===== src/rtl/reg_wb_pkg.sv =====
// reg_wb_pkg: shared ALU/write-back bundle types and register file defaults.
package reg_wb_pkg;
    localparam int DEF_NREG = 16;
    localparam int DEF_DW = 16;
    localparam int AW = 4;

    typedef struct packed {
        logic [DEF_DW-1:0] data;
        logic ena;
        logic [AW-1:0] adr;
    } signal_alu_wr_reg;

    typedef struct packed {
        logic bolshe;
        logic menshe;
        logic ravno;
        logic ena;
        logic rav_adr;
        logic ena_ra;
    } signal_flag_wr_alu;

    typedef struct packed {
        logic bolshe;
        logic menshe;
        logic ravno;
        logic rav_adr;
    } signal_flag_alu;

    typedef struct packed {
        logic [DEF_DW-1:0] a;
        logic [DEF_DW-1:0] b;
    } signal_data;
endpackage


===== src/rtl/reg_wb_rf.sv =====
// reg_wb_rf: register array with two registered read ports.
// WB_BYPASS_EN forwards same-cycle write data to a matching read port.
module reg_wb_rf
    import reg_wb_pkg::*;
#(
    parameter int NREG = DEF_NREG,
    parameter int DW = DEF_DW
) (
    input  logic             clk_i,
    input  logic             rst_i,
    input  logic             rd_en_i,
    input  logic [AW-1:0]    rd_adr_a_i,
    input  logic [AW-1:0]    rd_adr_b_i,
    input  signal_alu_wr_reg wr_i,
    output signal_data       data_o
);
    logic [DW-1:0] regs [NREG];
    logic [DW-1:0] rd_a, rd_b;

`ifdef WB_BYPASS_EN
    assign rd_a = (wr_i.ena && wr_i.adr == rd_adr_a_i) ? wr_i.data : regs[rd_adr_a_i];
    assign rd_b = (wr_i.ena && wr_i.adr == rd_adr_b_i) ? wr_i.data : regs[rd_adr_b_i];
`else
    assign rd_a = regs[rd_adr_a_i];
    assign rd_b = regs[rd_adr_b_i];
`endif

    always_ff @(posedge clk_i) begin
        if (rst_i) begin
            for (int i = 0; i < NREG; i++) regs[i] <= '0;
            data_o <= '0;
        end else begin
            if (wr_i.ena) regs[wr_i.adr] <= wr_i.data;
            if (rd_en_i) data_o <= '{a: rd_a, b: rd_b};
        end
    end
endmodule


===== src/rtl/reg_wb.sv =====
// reg_wb: write-back stage with register file, pending-write scoreboard and flags.
// WB_BYPASS_EN: a write resolving a pending register also clears its hazard in the same cycle.
module reg_wb
    import reg_wb_pkg::*;
#(
    parameter int NREG = DEF_NREG,
    parameter int DW = DEF_DW
) (
    input  logic              clk_i,
    input  logic              rst_i,
    input  logic              rd_en_i,
    input  logic [AW-1:0]     rd_adr_a_i,
    input  logic [AW-1:0]     rd_adr_b_i,
    input  logic              iss_en_i,
    input  logic [AW-1:0]     iss_adr_i,
    input  signal_alu_wr_reg  alu_wr_reg_i,
    input  signal_flag_wr_alu flag_wr_i,
    output signal_data        data_o,
    output signal_flag_alu    flag_o,
    output logic              haz_o,
    output logic [NREG-1:0]   busy_o
);
    logic [NREG-1:0] busy, set, clr, busy_eff;

    reg_wb_rf #(.NREG(NREG), .DW(DW)) u_rf (
        .clk_i(clk_i),
        .rst_i(rst_i),
        .rd_en_i(rd_en_i),
        .rd_adr_a_i(rd_adr_a_i),
        .rd_adr_b_i(rd_adr_b_i),
        .wr_i(alu_wr_reg_i),
        .data_o(data_o)
    );

    assign set = iss_en_i ? NREG'(1) << iss_adr_i : '0;
    assign clr = alu_wr_reg_i.ena ? NREG'(1) << alu_wr_reg_i.adr : '0;
`ifdef WB_BYPASS_EN
    assign busy_eff = busy & ~clr;
`else
    assign busy_eff = busy;
`endif
    assign busy_o = busy;

    // set after clear: a newly issued writer to the same register stays outstanding
    always_ff @(posedge clk_i) begin
        if (rst_i) begin
            busy <= '0;
            haz_o <= 1'b0;
            flag_o <= '0;
        end else begin
            busy <= (busy & ~clr) | set;
            haz_o <= rd_en_i && (busy_eff[rd_adr_a_i] || busy_eff[rd_adr_b_i]);
            if (flag_wr_i.ena) begin
                flag_o.bolshe <= flag_wr_i.bolshe;
                flag_o.menshe <= flag_wr_i.menshe;
                flag_o.ravno <= flag_wr_i.ravno;
            end
            if (flag_wr_i.ena_ra) flag_o.rav_adr <= flag_wr_i.rav_adr;
        end
    end
endmodule


===== config.mk =====
export PLATFORM = sky130hd
export DESIGN_NAME = reg_wb
export DESIGN_NICKNAME = d
export VERILOG_FILES = /design/src/rtl/reg_wb_pkg.sv /design/src/rtl/reg_wb_rf.sv /design/src/rtl/reg_wb.sv
export SDC_FILE = /design/constraint.sdc
export NUM_CORES = 1
export LEC_CHECK = 0
export BUFFER_PORTS_ARGS = -buffer_cell sky130_fd_sc_hd__buf_2
export CORE_MARGIN = 4
export CORE_UTILIZATION = 55
export DETAILED_ROUTE_END_ITERATION = 7
export MAX_ROUTING_LAYER = met4
export PLACE_DENSITY = 0.73
export SETUP_SLACK_MARGIN = 0.5
export SLEW_MARGIN = 10
export SYNTH_ARGS = -nofsm -noshare
export SYNTH_HDL_FRONTEND = slang
export SYNTH_SLANG_ARGS = --single-unit

===== constraint.sdc =====
create_clock -name clk_i -period 2.55 [get_ports clk_i]
set_clock_uncertainty 0.05 [all_clocks]
set_input_delay 0.51 -clock clk_i [delete_from_list [all_inputs] [get_ports clk_i]]
set_output_delay 0.51 -clock clk_i [all_outputs]
set_load 0.005 [all_outputs]

==> metrics.txt <==
status=completed; final hold violations=0; number of antenna violations at the first check in global routing=2; CTS tree=yes; VDD IR max=0.381 mV; syn nets=roughly 1100; DRC viols=0; Placed Area=16800 sq um; critical path launch point type=input pin; CTS Hold Buffers Added=0; input/output buffers=95; Via Count=9928; CTS buffer count=34; fin crit period=1.81 ns; clk sink count=309; setup TNS=0 ns; asr flop ratio synth=0%; gp weighted congestion=0.912; grt total ovfl=0; Top FF cell, synth=edfxtp_1; Crit Path Category=input pin to register; site row count=61; Mapped Cells=1077; Post-DRT Antenna Nets=0; Worst Path Arrival=2.13 ns; share of cells above drive strength 1=28.4%; Post-CTS Repair Setup Buffers=0; number of synthesized flops with an enable pin=256; Core Area=27900 sq um; Clock Pin Slew Worst Setup and Hold Paths=0.06 ns; post-cts sizing count=0; Skew-Pair Late Insertion Delay=0.52 ns; Global Route Usage Sum=28.1%; fin worst setup slack=around 0.74 ns; Worst Tran Pin Value=0.781 ns; pwr/cell area=664 nW/um^2; DRT Wirelength=41800 microns; synthesized area per cell=14.5 sq um; final instance area=17800 sq um; commonest non-fill, non-tap cell in the layout=and2_1; WL/cell=26.4 microns; hold crit path type=input pin to register; first-pass GRT wire length=62700 microns; H-Tree Depth=2; max-cap viol count=0; Unique masters post-synth=31; Tcrit/Tclk final=70.8%; area of the die=approximately 31000 sq um; drt pass-1 iters=5; post-synthesis sequential area ratio=between 50 and 60%; Die W=176 microns; final net count=1220; io pins=96; final setup violation count=0; Initial Util=56.0%; yosys warns=0; synthesis-stage register bit count=just over 300; Die Y=176 microns; RSZ-0062 raised after global routing=no; Top delay family on crit path=compound AO/OA/AOI/OAI gates; most frequent cells in the layout=259 x and2_1, 256 x edfxtp_1, 138 x mux4_2; Slew Limit Headroom=47.8%; CP max-delay cell=mux4_2; largest net degree at the start of global routing=between 40 and 50; number of global-route vias before repair=9992; Clk Tree Root Cell=clkbuf_16; CP Max Fanout=14; Worst EP required=2.87 ns; clock tree buffer depth=3; Fin Hold WS=0.186 ns; DRT iter0 DRCs=1174; DP Worst Slack=0.175 ns; CP max stage delay=0.52 ns; Slew Viols, Final=0; Buf/Inv on CP=2; PnR Total Power=approximately 12 mW; Synth Cell Area=15600 sq um; CP Cell Sequence=buf_4 -> buf_12 -> mux4_2 -> a22o_1 -> o21ai_1 -> a21oi_1; fmax=about 550 MHz; synth-to-layout area growth=14.1%; Pleak=between 6 and 7 nW; DP HPWL=roughly 27000 microns; CP Capture Type=register; vias per cell=6.27
path summary, 6_finish.rpt:
| check | start | end | slack, ns | depth (start not counted) |
|---|---|---|---|---|
| max reg2reg | u_rf.regs[11][3] | u_rf.data_o[19] | 0.84 | 4 |
| min | flag_wr_i[4] | flag_o[2] | 0.19 | 3 |
| min reg2reg | u_rf.data_o[29] | u_rf.data_o[29] | 0.41 | 2 |
| max | rd_adr_b_i[0] | u_rf.data_o[9] | 0.74 | 6 |
cells by family (layout without fill, tap and decap cells):
group	Yosys count	after routing	synth area share, %
AOI/OAI and AO/OA	160	160	6.98
other	0	3	0
and+or+nand+nor	355	355	13.8
DFF	309	309	56.1
muxes	142	142	20.2
buffers and inverters	111	236	2.96
final cells by class:
class	count	area, sq um
fillers	2022	10100
clock inverters	11	66.3
flip-flops and latches	309	8750
clock buffers	50	962
multi-input cells	657	6400
diodes	3	7.51
well taps	378	473
inverters	18	67.6
repair buffers	157	1080
flip-flops by register name (all words and copies together) (netlist names):
| register | cells |
|---|---|
| haz_o | 1 |
| u_rf.regs | 256 |
| busy_o | 16 |
| flag_o | 4 |
| u_rf.data_o | 32 |
per-stage QoR:
stage	std cells	utilization, %
floorplan	1077	-
global placement	1519	60.2
detailed placement	1519	60.2
CTS	1580	63.9
global route	1582	63.9
finish	1583	63.9
worst reg2reg max path, stage by stage (launching register included):
cell and delay, ns:
edfxtp_1 0.39, mux4_2 0.48, a22o_1 0.30, o21ai_0 0.25, a21oi_1 0.10
power by group:
part,switching [mW],internal [mW]
clock,1.96,2.63
combinational,0.676,0.628
sequential,0.165,5.76
total,2.80,9.02
routing by layer:
metal	share of wire (%)	vias up	global-route usage, %
met5	0	-	-
met4	1.8	0	6.42
met3	10	53	5.57
met2	48	552	43.8
met1	40	5014	39.1
li1	-	4309	-
synth_stat cells (8+ instances only):
library cell	instances	area (sq um)
a21o_1	16	120
a21oi_1	32	160
a22o_1	64	561
and2_1	259	1620
buf_1	8	30.0
buf_2	12	60.1
clkbuf_1	67	251
dfxtp_1	53	1060
edfxtp_1	256	7690
inv_1	18	67.6
mux4_2	138	3110
nand2_1	12	45.0
nand2b_1	34	213
nor2_1	22	82.6
nor2b_1	9	56.3
o21ai_0	36	180
o21ai_1	8	40.0
No activity file was read; power rests on OpenSTA's default activity.
